### config.mk
export PLATFORM = sky130hd
export DESIGN_NAME = hazard_ctrl
export DESIGN_NICKNAME = d
export VERILOG_FILES = /design/src/rtl/hazard_pkg.sv /design/src/rtl/hazard_ctrl_fwd_unit.sv /design/src/rtl/hazard_ctrl.sv
export SDC_FILE = /design/constraint.sdc
export NUM_CORES = 1
export LEC_CHECK = 0
export ABC_AREA = 1
export CAP_MARGIN = 25
export CORE_UTILIZATION = 41
export CTS_BUF_LIST = sky130_fd_sc_hd__clkbuf_8 sky130_fd_sc_hd__clkbuf_16
export DETAILED_ROUTE_END_ITERATION = 8
export PLACE_DENSITY_LB_ADDON = 0.15
export SYNTH_ARGS = -nofsm -noshare
export SYNTH_HDL_FRONTEND = slang
export SYNTH_SLANG_ARGS = --single-unit
### constraint.sdc
create_clock -name clk -period 2.04 [get_ports clk]
set_clock_uncertainty 0.1 [all_clocks]
set_input_delay 0.408 -clock clk [delete_from_list [all_inputs] [get_ports clk]]
set_output_delay 0.408 -clock clk [all_outputs]
set_load 0.05 [all_outputs]
### src/rtl/hazard_pkg.sv
// hazard_pkg: shared types and constants for the pipeline hazard controller.
//   hz_state_t : controller states RUN / LDUSE / FLUSH / MEMWAIT (2-bit encoding)
//   FWD_*      : EX operand forwarding select codes
//   REG_W      : default register index width
package hazard_pkg;

    localparam int unsigned REG_W = 5;

    typedef enum logic [1:0] {
        RUN     = 2'd0,
        LDUSE   = 2'd1,
        FLUSH   = 2'd2,
        MEMWAIT = 2'd3
    } hz_state_t;

    localparam logic [1:0] FWD_RF    = 2'b00;
    localparam logic [1:0] FWD_EXMEM = 2'b10;
    localparam logic [1:0] FWD_MEMWB = 2'b01;

endpackage

### src/rtl/hazard_ctrl_fwd_unit.sv
// fwd_unit: combinational forwarding select for one EX source operand.
//   ex_rs              in  source register index held in ID/EX
//   mem_rd / mem_regwr in  EX/MEM destination and write enable
//   wb_rd / wb_regwr   in  MEM/WB destination and write enable
//   fwd                out FWD_EXMEM, FWD_MEMWB or FWD_RF
// The younger EX/MEM result takes precedence; register 0 never forwards.
module fwd_unit
    import hazard_pkg::*;
#(
    parameter int unsigned REG_W = hazard_pkg::REG_W
) (
    input  logic [REG_W-1:0] ex_rs,
    input  logic [REG_W-1:0] mem_rd,
    input  logic             mem_regwr,
    input  logic [REG_W-1:0] wb_rd,
    input  logic             wb_regwr,
    output logic [1:0]       fwd
);

    always_comb begin
        fwd = FWD_RF;
        if (mem_regwr && (mem_rd != '0) && (mem_rd == ex_rs)) begin
            fwd = FWD_EXMEM;
        end else if (wb_regwr && (wb_rd != '0) && (wb_rd == ex_rs)) begin
            fwd = FWD_MEMWB;
        end
    end

endmodule

### src/rtl/hazard_ctrl.sv
// hazard_ctrl: pipeline hazard and sequencing controller for the 5-stage core.
// Serialises load-use stalls, taken-branch flushes and data-memory wait holds
// through one state machine, and produces the EX forwarding selects.
//   clk, rst (async, active-high)
//   d_rs1, d_rs2, d_uses_rs2          ID source operands
//   ex_rs1, ex_rs2, ex_memrd, ex_rd   ID/EX sources, load flag, destination
//   ex_branch_taken                    branch resolved taken in EX
//   mem_rd/mem_regwr, wb_rd/wb_regwr   later-stage destinations
//   mem_busy                           data memory not ready (freeze pipe)
//   pc_wr_en, ifid_wr_en, ifid_flush, idex_flush, pipe_hold   pipeline controls
//   fwd_a, fwd_b                       EX operand selects
//   hz_state                           current state (debug)
// Optional build macro HAZARD_PERF_EN adds saturating counters
//   stall_cnt (load-use entries), flush_cnt (ifid_flush cycles),
//   mwait_cnt (pipe_hold cycles).
module hazard_ctrl
    import hazard_pkg::*;
#(
    parameter int unsigned REG_W        = hazard_pkg::REG_W,
    parameter int unsigned FLUSH_CYCLES = 2
) (
    input  logic             clk,
    input  logic             rst,
    input  logic [REG_W-1:0] d_rs1,
    input  logic [REG_W-1:0] d_rs2,
    input  logic             d_uses_rs2,
    input  logic [REG_W-1:0] ex_rs1,
    input  logic [REG_W-1:0] ex_rs2,
    input  logic             ex_memrd,
    input  logic [REG_W-1:0] ex_rd,
    input  logic             ex_branch_taken,
    input  logic [REG_W-1:0] mem_rd,
    input  logic             mem_regwr,
    input  logic [REG_W-1:0] wb_rd,
    input  logic             wb_regwr,
    input  logic             mem_busy,
    output logic             pc_wr_en,
    output logic             ifid_wr_en,
    output logic             ifid_flush,
    output logic             idex_flush,
    output logic             pipe_hold,
    output logic [1:0]       fwd_a,
    output logic [1:0]       fwd_b,
    output logic [1:0]       hz_state
`ifdef HAZARD_PERF_EN
    ,
    output logic [31:0]      stall_cnt,
    output logic [31:0]      flush_cnt,
    output logic [31:0]      mwait_cnt
`endif
);

    localparam logic [2:0] FLUSH_INIT = 3'(FLUSH_CYCLES - 1);

    hz_state_t  state, state_nx;
    logic [2:0] cnt, cnt_nx;
    logic       branch_pend, branch_pend_nx;

    logic       pc_c, ifid_wr_c, ifid_fl_c, idex_fl_c, hold_c, lu_enter;
    logic       load_use;
    logic [1:0] fwd_a_c, fwd_b_c;

    assign load_use = ex_memrd && (ex_rd != '0) &&
                      ((ex_rd == d_rs1) || (d_uses_rs2 && (ex_rd == d_rs2)));

    always_ff @(posedge clk or posedge rst) begin
        if (rst) begin
            state       <= RUN;
            cnt         <= '0;
            branch_pend <= 1'b0;
        end else begin
            state       <= state_nx;
            cnt         <= cnt_nx;
            branch_pend <= branch_pend_nx;
        end
    end

    always_comb begin
        state_nx       = state;
        cnt_nx         = cnt;
        branch_pend_nx = branch_pend;
        pc_c           = 1'b1;
        ifid_wr_c      = 1'b1;
        ifid_fl_c      = 1'b0;
        idex_fl_c      = 1'b0;
        hold_c         = 1'b0;
        lu_enter       = 1'b0;

        unique case (state)
            RUN, LDUSE: begin
                if (mem_busy) begin
                    pc_c           = 1'b0;
                    ifid_wr_c      = 1'b0;
                    hold_c         = 1'b1;
                    branch_pend_nx = ex_branch_taken;
                    state_nx       = MEMWAIT;
                end else if (ex_branch_taken) begin
                    ifid_fl_c = 1'b1;
                    idex_fl_c = 1'b1;
                    if (FLUSH_CYCLES > 1) begin
                        cnt_nx   = FLUSH_INIT;
                        state_nx = FLUSH;
                    end else begin
                        state_nx = RUN;
                    end
                end else if ((state == RUN) && load_use) begin
                    // The LDUSE cycle masks detection so the same load
                    // cannot stall the consumer twice.
                    pc_c      = 1'b0;
                    ifid_wr_c = 1'b0;
                    idex_fl_c = 1'b1;
                    lu_enter  = 1'b1;
                    state_nx  = LDUSE;
                end else begin
                    state_nx = RUN;
                end
            end

            FLUSH: begin
                ifid_fl_c = 1'b1;
                idex_fl_c = 1'b1;
                if (mem_busy) begin
                    // Whole pipe frozen; the flush window resumes afterwards.
                    pc_c      = 1'b0;
                    ifid_wr_c = 1'b0;
                    hold_c    = 1'b1;
                end else begin
                    cnt_nx = cnt - 3'd1;
                    if (cnt <= 3'd1) begin
                        state_nx = RUN;
                    end
                end
            end

            MEMWAIT: begin
                if (mem_busy) begin
                    pc_c      = 1'b0;
                    ifid_wr_c = 1'b0;
                    hold_c    = 1'b1;
                end else if (branch_pend) begin
                    // Replay the branch that was caught behind the wait.
                    ifid_fl_c      = 1'b1;
                    idex_fl_c      = 1'b1;
                    branch_pend_nx = 1'b0;
                    if (FLUSH_CYCLES > 1) begin
                        cnt_nx   = FLUSH_INIT;
                        state_nx = FLUSH;
                    end else begin
                        state_nx = RUN;
                    end
                end else begin
                    state_nx = RUN;
                end
            end

            default: state_nx = RUN;
        endcase
    end

    fwd_unit #(.REG_W(REG_W)) u_fwd_a (
        .ex_rs     (ex_rs1),
        .mem_rd    (mem_rd),
        .mem_regwr (mem_regwr),
        .wb_rd     (wb_rd),
        .wb_regwr  (wb_regwr),
        .fwd       (fwd_a_c)
    );

    fwd_unit #(.REG_W(REG_W)) u_fwd_b (
        .ex_rs     (ex_rs2),
        .mem_rd    (mem_rd),
        .mem_regwr (mem_regwr),
        .wb_rd     (wb_rd),
        .wb_regwr  (wb_regwr),
        .fwd       (fwd_b_c)
    );

    // Reset overrides the controls combinationally so the pipe is held
    // flushed for as long as rst is high, not just from the next edge.
    always_comb begin
        if (rst) begin
            pc_wr_en   = 1'b0;
            ifid_wr_en = 1'b0;
            ifid_flush = 1'b1;
            idex_flush = 1'b1;
            pipe_hold  = 1'b0;
            fwd_a      = FWD_RF;
            fwd_b      = FWD_RF;
        end else begin
            pc_wr_en   = pc_c;
            ifid_wr_en = ifid_wr_c;
            ifid_flush = ifid_fl_c;
            idex_flush = idex_fl_c;
            pipe_hold  = hold_c;
            fwd_a      = fwd_a_c;
            fwd_b      = fwd_b_c;
        end
    end

    assign hz_state = state;

`ifdef HAZARD_PERF_EN
    always_ff @(posedge clk or posedge rst) begin
        if (rst) begin
            stall_cnt <= '0;
            flush_cnt <= '0;
            mwait_cnt <= '0;
        end else begin
            if (lu_enter && (stall_cnt != '1)) stall_cnt <= stall_cnt + 32'd1;
            if (ifid_fl_c && (flush_cnt != '1)) flush_cnt <= flush_cnt + 32'd1;
            if (hold_c && (mwait_cnt != '1)) mwait_cnt <= mwait_cnt + 32'd1;
        end
    end
`endif

endmodule

### Word level (Yosys, flattened, before mapping)

Cells that the tools add are included.

* flip-flop bits (word level): 6
* bits of input ports: 43
* output and inout bits: 11

* add/subtract/negate cells: 1
* $lt $le $gt $ge: 1
* eq/ne operators: 16
* muxes and demuxes: 43
* reductions and logical operators: 22

Operators with widths (number)
* 5-bit == test: 6
* 1-bit 2-to-1 mux: 22
* 2-bit 2-to-1 mux: 10
* 3-bit 2-to-1 mux: 5
* 5-bit nonzero test: 3
* 2-bit != test (second input constant): 7
* 1-bit logical AND: 10
* 3-bit case mux with 3 select lines: 1
* 1-bit case mux with 3 select lines: 2
* 2-bit case mux with 3 select lines: 1
* 3-bit AND reduction: 2
* 5-bit AND reduction: 1
* 2-bit == test (second input constant): 2
* 1-bit case mux with 2 select lines: 2
* 2-bit OR reduction: 2
* 4-bit OR reduction: 1
* 3-bit by 1-bit less-or-equal comparator with 1-bit output (second input constant): 1
* 3-bit by 1-bit subtractor with 3-bit output (second input constant): 1
* 2-bit by 1-bit == test with 1-bit output (second input constant): 1
* 2-bit zero test: 1
* 2-bit nonzero test: 1
* 1-bit logical OR: 1

### Depth between registers and ports, before layout

Gate-level depths: netlist of run 1.

* depth in word-level cells: 10
* gate-level depth with buffers: 10
* gate-level depth less buffers: 9

### By module

A second synthesis of run 1 with hierarchy kept.

* cell total of the unflattened synthesis: 210
* area total of the unflattened synthesis: 1053.5 um^2

Modules (own cells, without submodules)
* hazard_ctrl: times used 1, cells each 110, area each 625.6 um^2, sequential area each 150.1 um^2
* fwd_unit: times used 2, cells each 50, area each 214.0 um^2, sequential area each 0.0 um^2

### Worst setup path after synthesis of run 1

Ideal clock, no wire load.

* path kind: flip-flop to output port
* from: register state[1] (netlist: hz_state[1])
* to: output idex_flush
* data arrival time: 1904 ps
* required time: 1532 ps
* slack: -372 ps
* cell stages (with the launch flop): 7
* buffers on the path: 0
* path through: dfrtp_1 > inv_2 > nor2_1 > inv_1 > nand4_1 > inv_1 > nand2_1

* word-level cells in the longest chain between the ends: 7
* elaborated cells on any way between the ends: 11

Ends and longest elaborated chain
* from (decl): RTL line hazard_ctrl.sv:55 `hz_state_t state, state_nx;`
* from (signal assigned): RTL line hazard_ctrl.sv:72 `state <= state_nx;`
* 2-bit zero test: RTL line hazard_ctrl.sv:89, hazard_ctrl.sv:106
* 1-bit logical AND: RTL line hazard_ctrl.sv:106 `end else if ((state == RUN) && load_use) begin`
* 1-bit 2-to-1 mux: RTL line hazard_ctrl.sv:106
* 1-bit 2-to-1 mux: RTL line hazard_ctrl.sv:97 `end else if (ex_branch_taken) begin`
* 1-bit 2-to-1 mux: RTL line hazard_ctrl.sv:91 `if (mem_busy) begin`
* 1-bit case mux with 3 select lines (*): RTL line hazard_ctrl.sv:89 `unique case (state)`
* 1-bit 2-to-1 mux (*): RTL line hazard_ctrl.sv:181 `if (rst) begin`
* to (decl): RTL line hazard_ctrl.sv:40 `output logic idex_flush,`

Mark *: on every way between the ends. The rest lies on a longest branch, timed or not.

### Final worst setup path of run 1

* from: input wb_rd[3]
* to: output fwd_a[0]

* word-level cells in the longest chain between the ends: 6
* elaborated cells on any way between the ends: 7

Ends and longest elaborated chain
* from (decl): RTL line hazard_ctrl.sv:34 `input logic [REG_W-1:0] wb_rd,`
* 5-bit nonzero test: RTL line hazard_ctrl_fwd_unit.sv:24 `end else if (wb_regwr && (wb_rd != '0) && (wb_rd == ex_rs)) begin`
* 1-bit logical AND: RTL line hazard_ctrl_fwd_unit.sv:24
* 1-bit logical AND (*): RTL line hazard_ctrl_fwd_unit.sv:24
* 1-bit 2-to-1 mux (*): RTL line hazard_ctrl_fwd_unit.sv:24
* 2-bit 2-to-1 mux (*): RTL line hazard_ctrl_fwd_unit.sv:22 `if (mem_regwr && (mem_rd != '0) && (mem_rd == ex_rs)) begin`
* 2-bit 2-to-1 mux (*): RTL line hazard_ctrl.sv:181
* to (decl): RTL line hazard_ctrl.sv:42 `output logic [1:0] fwd_a,`

Marks and branches as above.

==> results.json, run 1 <==
{
  "outcome": "finished with violations",
  "violations": "negative setup slack",
  "post_cts_hold_buffer_count": 0,
  "yosysTopAreaCellShare_pct": 17.2,
  "gp_congestion": 0.873,
  "sw_frac_of_total_pct": 48.2,
  "layout_setup_ws_ps": -142,
  "tritoncts": "built",
  "dp_hpwl_um": 2640,
  "fin_area_mm2": 0.00170,
  "first_iter_violations": 50,
  "final_cell_count_no_fill": 255,
  "core_region_area_mm2": 0.00204,
  "use_met1_pct": 30.4,
  "postRouteAntennaNets": 0,
  "area_delta_synth_final_pct": 85.4,
  "required_ps": 1530,
  "combPwrFrac_pct": 65.4,
  "slew_viol_final": 0,
  "cts.sinks": 6,
  "power_mw": 1.17,
  "maxCapViolCount": 0,
  "dp_cells": 248,
  "start_util_pct": 45.0,
  "ios": 54,
  "yosys_warnings": 0,
  "min_path_type": "input port to asynchronous set/reset pin",
  "clk_latency_ps": 220,
  "cts_root_buf": "clkbuf_8",
  "powerDensity_mw_per_mm2": 684,
  "fin_crit_sh_pct": 107,
  "dieArea_mm2": 0.00243,
  "slew_headroom_pct": 83.2,
  "rrSetupSlack_ps": 240,
  "cp-start-kind": "input port",
  "clockBufferDepth": 2,
  "vdd_ir_drop_max_mv": 0.892,
  "gr-total-overflow": 0,
  "p_switching_mw": 0.562,
  "fmax_mhz": 458,
  "io_buffers": 53,
  "track_usage_pct": 28.6,
  "diodes": 0,
  "crit_slowest_cell": "dlygate4sd2_1",
  "dr.pass1.iters": 5,
  "tns_ps": -188,
  "ys_ff_latch": 6,
  "fin_nets": 275,
  "p_leak_nw": 0.906,
  "synth_area_per_cell_um2": 5.74,
  "worstMarginPinSlew_ps": 249,
  "globalRouteMet2Util_pct": 55.3,
  "fillers": 131,
  "grt_pass1_vias": 1267,
  "grt-busiest-layer": "met2",
  "met3_usage_pct": 4.36,
  "cp_max_fo": 2,
  "grt_max_degree": 8,
  "post-route-min-period_ps": 2180,
  "synth.area.top_cells": "nand2_1 17%, dfrtp_1 16%, inv_1 14%, xnor2_1 11%, nor2_1 7.4%",
  "hold_viol": 0,
  "yosys.area.top_type": "nand2_1",
  "crit_path_end_kind": "output port",
  "syn_area_um2": 918,
  "htreeDepth": 1,
  "layout-drive-gt1-share_pct": 32.9,
  "place_area_mm2": 0.00164,
  "path_clk_slew_ps": 30,
  "grt_pass1_wl_um": 5310,
  "fp.dieW_um": 49.3,
  "internal_power_mw": 0.604,
  "rows": 16,
  "vias": 1318,
  "antenna_found_initial": 0,
  "dieHeight_um": 49.3,
  "critPathKind": "input port to output port",
  "post-route-drc-count": 0,
  "yosysUniqueCellTypes": 20,
  "path_cells": "dlygate4sd2_1 -> xnor2_1 -> nand2_1 -> nor3_1 -> nand4_1 -> nor2_4 -> buf_12",
  "netlist_instances": 160,
  "pwr-share-seq_pct": 19.9,
  "worstPathArrival_ps": 1670,
  "avgRoutedWirePerCell_um": 14.3,
  "cts_made_buffers": 3,
  "finalSetupViolations": 2,
  "cpPeakStageDelay_ps": 270,
  "vias_per_cell": 5.17,
  "wirelength_um": 3650,
  "ys_seq_area_share_pct": 16.3,
  "clkPwrFrac_pct": 14.8,
  "synth_nets": 205
}
[cells in the final DEF (no fill, tap or decap), types with 4 or more instances in the layout]
cell	instances
xnor2_1	12
o21ai_0	6
xor2_1	7
inv_2	11
nand3_1	6
nor2_1	10
inv_1	23
a21oi_1	4
buf_4	15
nand2_1	38
nand4_1	4
buf_12	9
clkdlybuf4s50_1	4
clkbuf_2	13
dfrtp_1	4
nor2_2	5
dlygate4sd2_1	20
[per-layer routing]
layer,share of wire [%],up-vias
met1,37,608
li1,-,635
met3,5.7,11
met5,0,-
met2,55,64
met4,2.3,0
[metrics by stage]
stage               setup WS [ps]  util, %  hold slack, ps
floorplan                    -154        -             124
global placement             -275     80.3             440
detailed placement           -329     80.3             460
CTS                         0.654     82.8             492
global route                 -189     83.4             264
finish                       -142     83.4             256
[power groups by stage]
stage          combinational [mW]  sequential [mW]  clock [mW]
2_1_floorplan               0.378            0.282           0
3_3_place_gp                0.721            0.225           0
3_5_place_dp                0.746            0.228           0
4_1_cts                     0.740            0.228       0.175
5_1_grt                     0.824            0.239       0.183
6_report                    0.762            0.231       0.172
[state kept, by name (all words and copies together), names as in the netlist]
| register | cells |
|---|---|
| branch_pend | 1 |
| cnt | 3 |
| hz_state | 2 |
[final cells by class]
class                   count  area [um^2]  area share, %
clock buffers               3         41.3           2.42
multi-input cells         118          713           41.9
repair buffers             66          628           36.9
flip-flops and latches      6          153           8.96
inverters                  35          134           7.86
well taps                  27         33.8           1.98
[kinds of logic (layout without fill, tap and decap cells)]
logic type,count (synthesis),in the layout,share of synthesized area [%]
compound gates,19,19,12.8
xor+xnor,19,19,18.1
fa+ha+maj,2,2,2.72
buf+inv,36,104,15.1
flops,6,6,16.3
simple gates,78,78,34.9
[critical path: cells and delay by family]
family | cells | cell delay [ps]
xor+xnor | 1 | 170
simple gates | 4 | 670
buf+inv | 2 | 420
[synthesized netlist by cell type]
master / count
o21ai_0: 7
a21oi_1: 5
nand4_1: 4
inv_1: 34
nor3_1: 5
o22ai_1: 1
nand2_1: 42
o2111ai_1: 1
nor2_1: 18
nand3_1: 9
buf_4: 1
xnor2_1: 12
inv_2: 1
ha_1: 2
o31ai_1: 1
a21oi_2: 1
a21oi_4: 1
o21ai_1: 2
dfrtp_1: 6
xor2_1: 7
[worst paths after layout]
| check | startpoint | endpoint | cells past startpoint |
|---|---|---|---|
| setup / recovery | wb_rd[3] | fwd_a[0] | 7 |
| max in group asynchronous | rst | hz_state[0]$_DFFE_PP0P_ | 3 |
| min in group clk | cnt[2]$_DFFE_PP0P_ | cnt[2]$_DFFE_PP0P_ | 2 |
| setup reg to reg | hz_state[1]$_DFFE_PP0P_ | hz_state[0]$_DFFE_PP0P_ | 10 |
| hold / removal | rst | branch_pend$_DFFE_PP0P_ | 3 |
| hold reg to reg | cnt[2]$_DFFE_PP0P_ | cnt[2]$_DFFE_PP0P_ | 2 |
[timing repair]
action,in CTS,in global routing
setup endpoints to repair,7,9
resized for setup,47,52
buffers inserted,4,0
pin swaps,24,21
No activity file was read; power rests on OpenSTA's default activity.
==> run 2, diff against run 1 <==
CORE_UTILIZATION = 43   (was 41)
SYNTH_HIERARCHICAL = 1   (was unset)
clock period = 2.55 ns   (was 2.04 ns; I/O delays follow)
==> run 2 against run 1 <==
Net effect: the run now ends clean; sequential share of layout area decreased by 0.86 points; register-to-register slack gained 1000 ps; power is 24% lower; first-iteration DRC count decreased by 8.0%; synthesized cell count is 31% higher; worst setup slack better by 200 ps; clock-buffer cell count unchanged; final cell count grew 16%; area after synthesis rose by 15%; via count up 11%; cell area is 8.8% higher; sequential power shrank 16%; largest power group unchanged.
==> results.json, run 2 <==
{
  "postCtsSetupBuffers": 0,
  "internal_power_mw": 0.477,
  "vias_per_cell": 4.96,
  "outcome": "complete, no violations",
  "fp.dieW_um": 51.5,
  "layout_commonest_cell": "nand2_1",
  "grt_pass1_wl_um": 5560,
  "fillers": 160,
  "ios": 54,
  "pwr-share-seq_pct": 21.7,
  "rows": 17,
  "hold_viol": 0,
  "critPathKind": "input port to output port",
  "final_cell_count_no_fill": 296,
  "io_buffers": 53,
  "synth_edf_count": 0,
  "yosysMostFrequentCell": "nand2_1",
  "synth_area_per_cell_um2": 5.02,
  "wirelength_um": 3340,
  "yosys_warnings": 6,
  "synth_nets": 255,
  "yosysUniqueCellTypes": 20,
  "async_flop_share_pct": 100,
  "clkPwrFrac_pct": 17.0,
  "synth.area.top_cells": "nand2_1 25%, inv_1 16%, dfrtp_1 14%, nor2_1 10%, nand3_1 6.7%",
  "cts_root_buf": "clkbuf_8",
  "antenna_found_initial": 0,
  "netlist_instances": 210,
  "cp-start-kind": "input port",
  "slew_viol_final": 0,
  "p_switching_mw": 0.412,
  "crit_path_end_kind": "output port",
  "post-route-min-period_ps": 2490,
  "start_util_pct": 46.7,
  "powerDensity_mw_per_mm2": 480,
  "min_path_type": "flop to flop",
  "slew_headroom_pct": 67.1,
  "dieHeight_um": 51.5,
  "clockBufferDepth": 2,
  "yosys.area.top_type": "nand2_1",
  "synth.top_cells.by_count": "71 x nand2_1, 44 x inv_1, 28 x nor2_1",
  "synthFlopType": "dfrtp_1",
  "layout_setup_ws_ps": 59.0,
  "place_area_mm2": 0.00173,
  "post_cts_hold_buffer_count": 0,
  "dr.pass1.iters": 4,
  "place_ws_ps": -69.1,
  "core_region_area_mm2": 0.00225,
  "diodes": 0,
  "worstPathArrival_ps": 1880,
  "largest_register": "cnt",
  "rsz0062_at_grt": "yes",
  "fin_crit_sh_pct": 97.7,
  "grt_pass1_vias": 1429,
  "p_leak_nw": 1.16,
  "avgRoutedWirePerCell_um": 11.3,
  "grt_max_degree": 8,
  "layout-drive-gt1-share_pct": 17.2,
  "fmax_mhz": 401,
  "ys_ff_latch": 6,
  "cp_max_fo": 2,
  "vdd_ir_drop_max_mv": 0.628,
  "dp_hpwl_um": 2690,
  "cts.sinks": 6,
  "syn_area_mm2": 0.00105,
  "clk_latency_ps": 230,
  "gr-total-overflow": 0,
  "gp_congestion": 0.882,
  "postRouteAntennaNets": 0,
  "cts_made_buffers": 3,
  "maxCapViolCount": 0,
  "post-route-drc-count": 0,
  "power_mw": 0.889,
  "vias": 1469,
  "finalSetupViolations": 0,
  "yosysTopAreaCellShare_pct": 25.3,
  "sw_frac_of_total_pct": 46.3,
  "ys_seq_area_share_pct": 14.3,
  "hold_slack_ps": 402,
  "most-common-layout-cells": "70 x nand2_1, 41 x inv_1, 22 x nor2_1, 22 x dlymetal6s2s_1, 21 x clkdlybuf4s50_1",
  "tritoncts": "built",
  "first_iter_violations": 46,
  "dieArea_mm2": 0.00265,
  "htreeDepth": 1,
  "dp_cells": 293,
  "track_usage_pct": 27.3,
  "worstMarginPinSlew_ps": 492,
  "fin_area_mm2": 0.00185,
  "required_ps": 1940,
  "area_delta_synth_final_pct": 75.9,
  "largest_register_ffs": 3,
  "path_clk_slew_ps": 40,
  "combPwrFrac_pct": 61.3,
  "fin_nets": 315
}
run 2: cell types whose count changed in the layout (fill, tap and decap cells not counted), sizes merged, moves of 5 or more:
cell / previous run / this run
inv: 35 / 51
dlygate4sd2: 20 / 1
nor2: 18 / 32
nor3: 5 / 0
xnor2: 12 / 2
buf: 24 / 12
nand3: 9 / 16
clkdlybuf4s50: 4 / 21
xor2: 7 / 2
dlymetal6s2s: 2 / 22
clkbuf: 16 / 3
nand2: 42 / 74
run 2: power groups by stage:
stage / clock network [mW] / logic, mW / registers [mW]
5_1_grt: 0.159 / 0.595 / 0.200
6_report: 0.151 / 0.545 / 0.193
2_1_floorplan: 0 / 0.276 / 0.226
3_3_place_gp: 0 / 0.528 / 0.189
3_5_place_dp: 0 / 0.538 / 0.192
4_1_cts: 0.154 / 0.544 / 0.192
run 2: path summary, 6_finish.rpt:
| check | startpoint | to | slack [ps] | depth (start not counted) |
|---|---|---|---|---|
| max | d_rs1[3] | pc_wr_en | 60 | 11 |
| min | cnt[1]$_DFFE_PP0P_ | cnt[1]$_DFFE_PP0P_ | 400 | 2 |
| max reg2reg | hz_state[1]$_DFFE_PP0P_ | cnt[0]$_DFFE_PP0P_ | 1260 | 5 |
| min reg2reg | cnt[1]$_DFFE_PP0P_ | cnt[1]$_DFFE_PP0P_ | 400 | 2 |
| max in group asynchronous | rst | hz_state[0]$_DFFE_PP0P_ | 1400 | 3 |
| min in group asynchronous | rst | hz_state[1]$_DFFE_PP0P_ | 820 | 3 |
run 2: through the flow:
stage	utilization, %	setup TNS (ps)
global placement	76.6	-36.9
global route	82.2	-28.7
detailed placement	76.6	-211
floorplan	-	0
finish	82.2	0
CTS	79.2	0
run 2: kinds of logic (layout without fill, tap and decap cells):
kind of cell / after synthesis / after routing / share of synthesized area (%)
and+or+nand+nor: 123 / 123 / 48.6
buffers and inverters: 52 / 110 / 18.9
AOI/OAI and AO/OA: 23 / 23 / 12.6
DFF: 6 / 6 / 14.3
xor gates and xnor gates: 4 / 4 / 3.33
adders and majority gates: 2 / 2 / 2.37
run 2: final cells by class:
cell class | count | area (um^2) | area share, %
clock buffer | 3 | 41.3 | 2.23
multi-input combinational | 152 | 738 | 39.8
timing repair buffer | 56 | 697 | 37.6
tap | 28 | 35.0 | 1.89
inverter | 51 | 191 | 10.3
sequential | 6 | 150 | 8.10
run 2: repair_timing:
action | 4_1_cts | 5_1_grt
cloned | 0 | 0
gates resized for setup | 9 | 30
pin swaps | 0 | 7
endpoints found under the setup margin | 6 | 7
run 2: layer usage:
metal	part of all wire [%]	track usage, %	wire (um)
met5	0	0	0
met4	2.4	11.3	79
met3	5.0	1.75	167
met2	52	53.0	1750
met1	40	29.9	1350
run 2: critical path, cell delays in order:
cell,delay [ps]
clkdlybuf4s50_1,500
inv_1,60
nand2_1,60
nand2_1,50
nor2_1,110
nand3_1,100
nand2_2,90
nand3_2,90
nand2_2,90
nor2_4,50
buf_12,160
==> run 3, diff against run 2 <==
SLEW_MARGIN = 5   (was unset)
==> results of run 3 <==
Same layout as run 2: the final DEF is identical, and so are final timing and power.
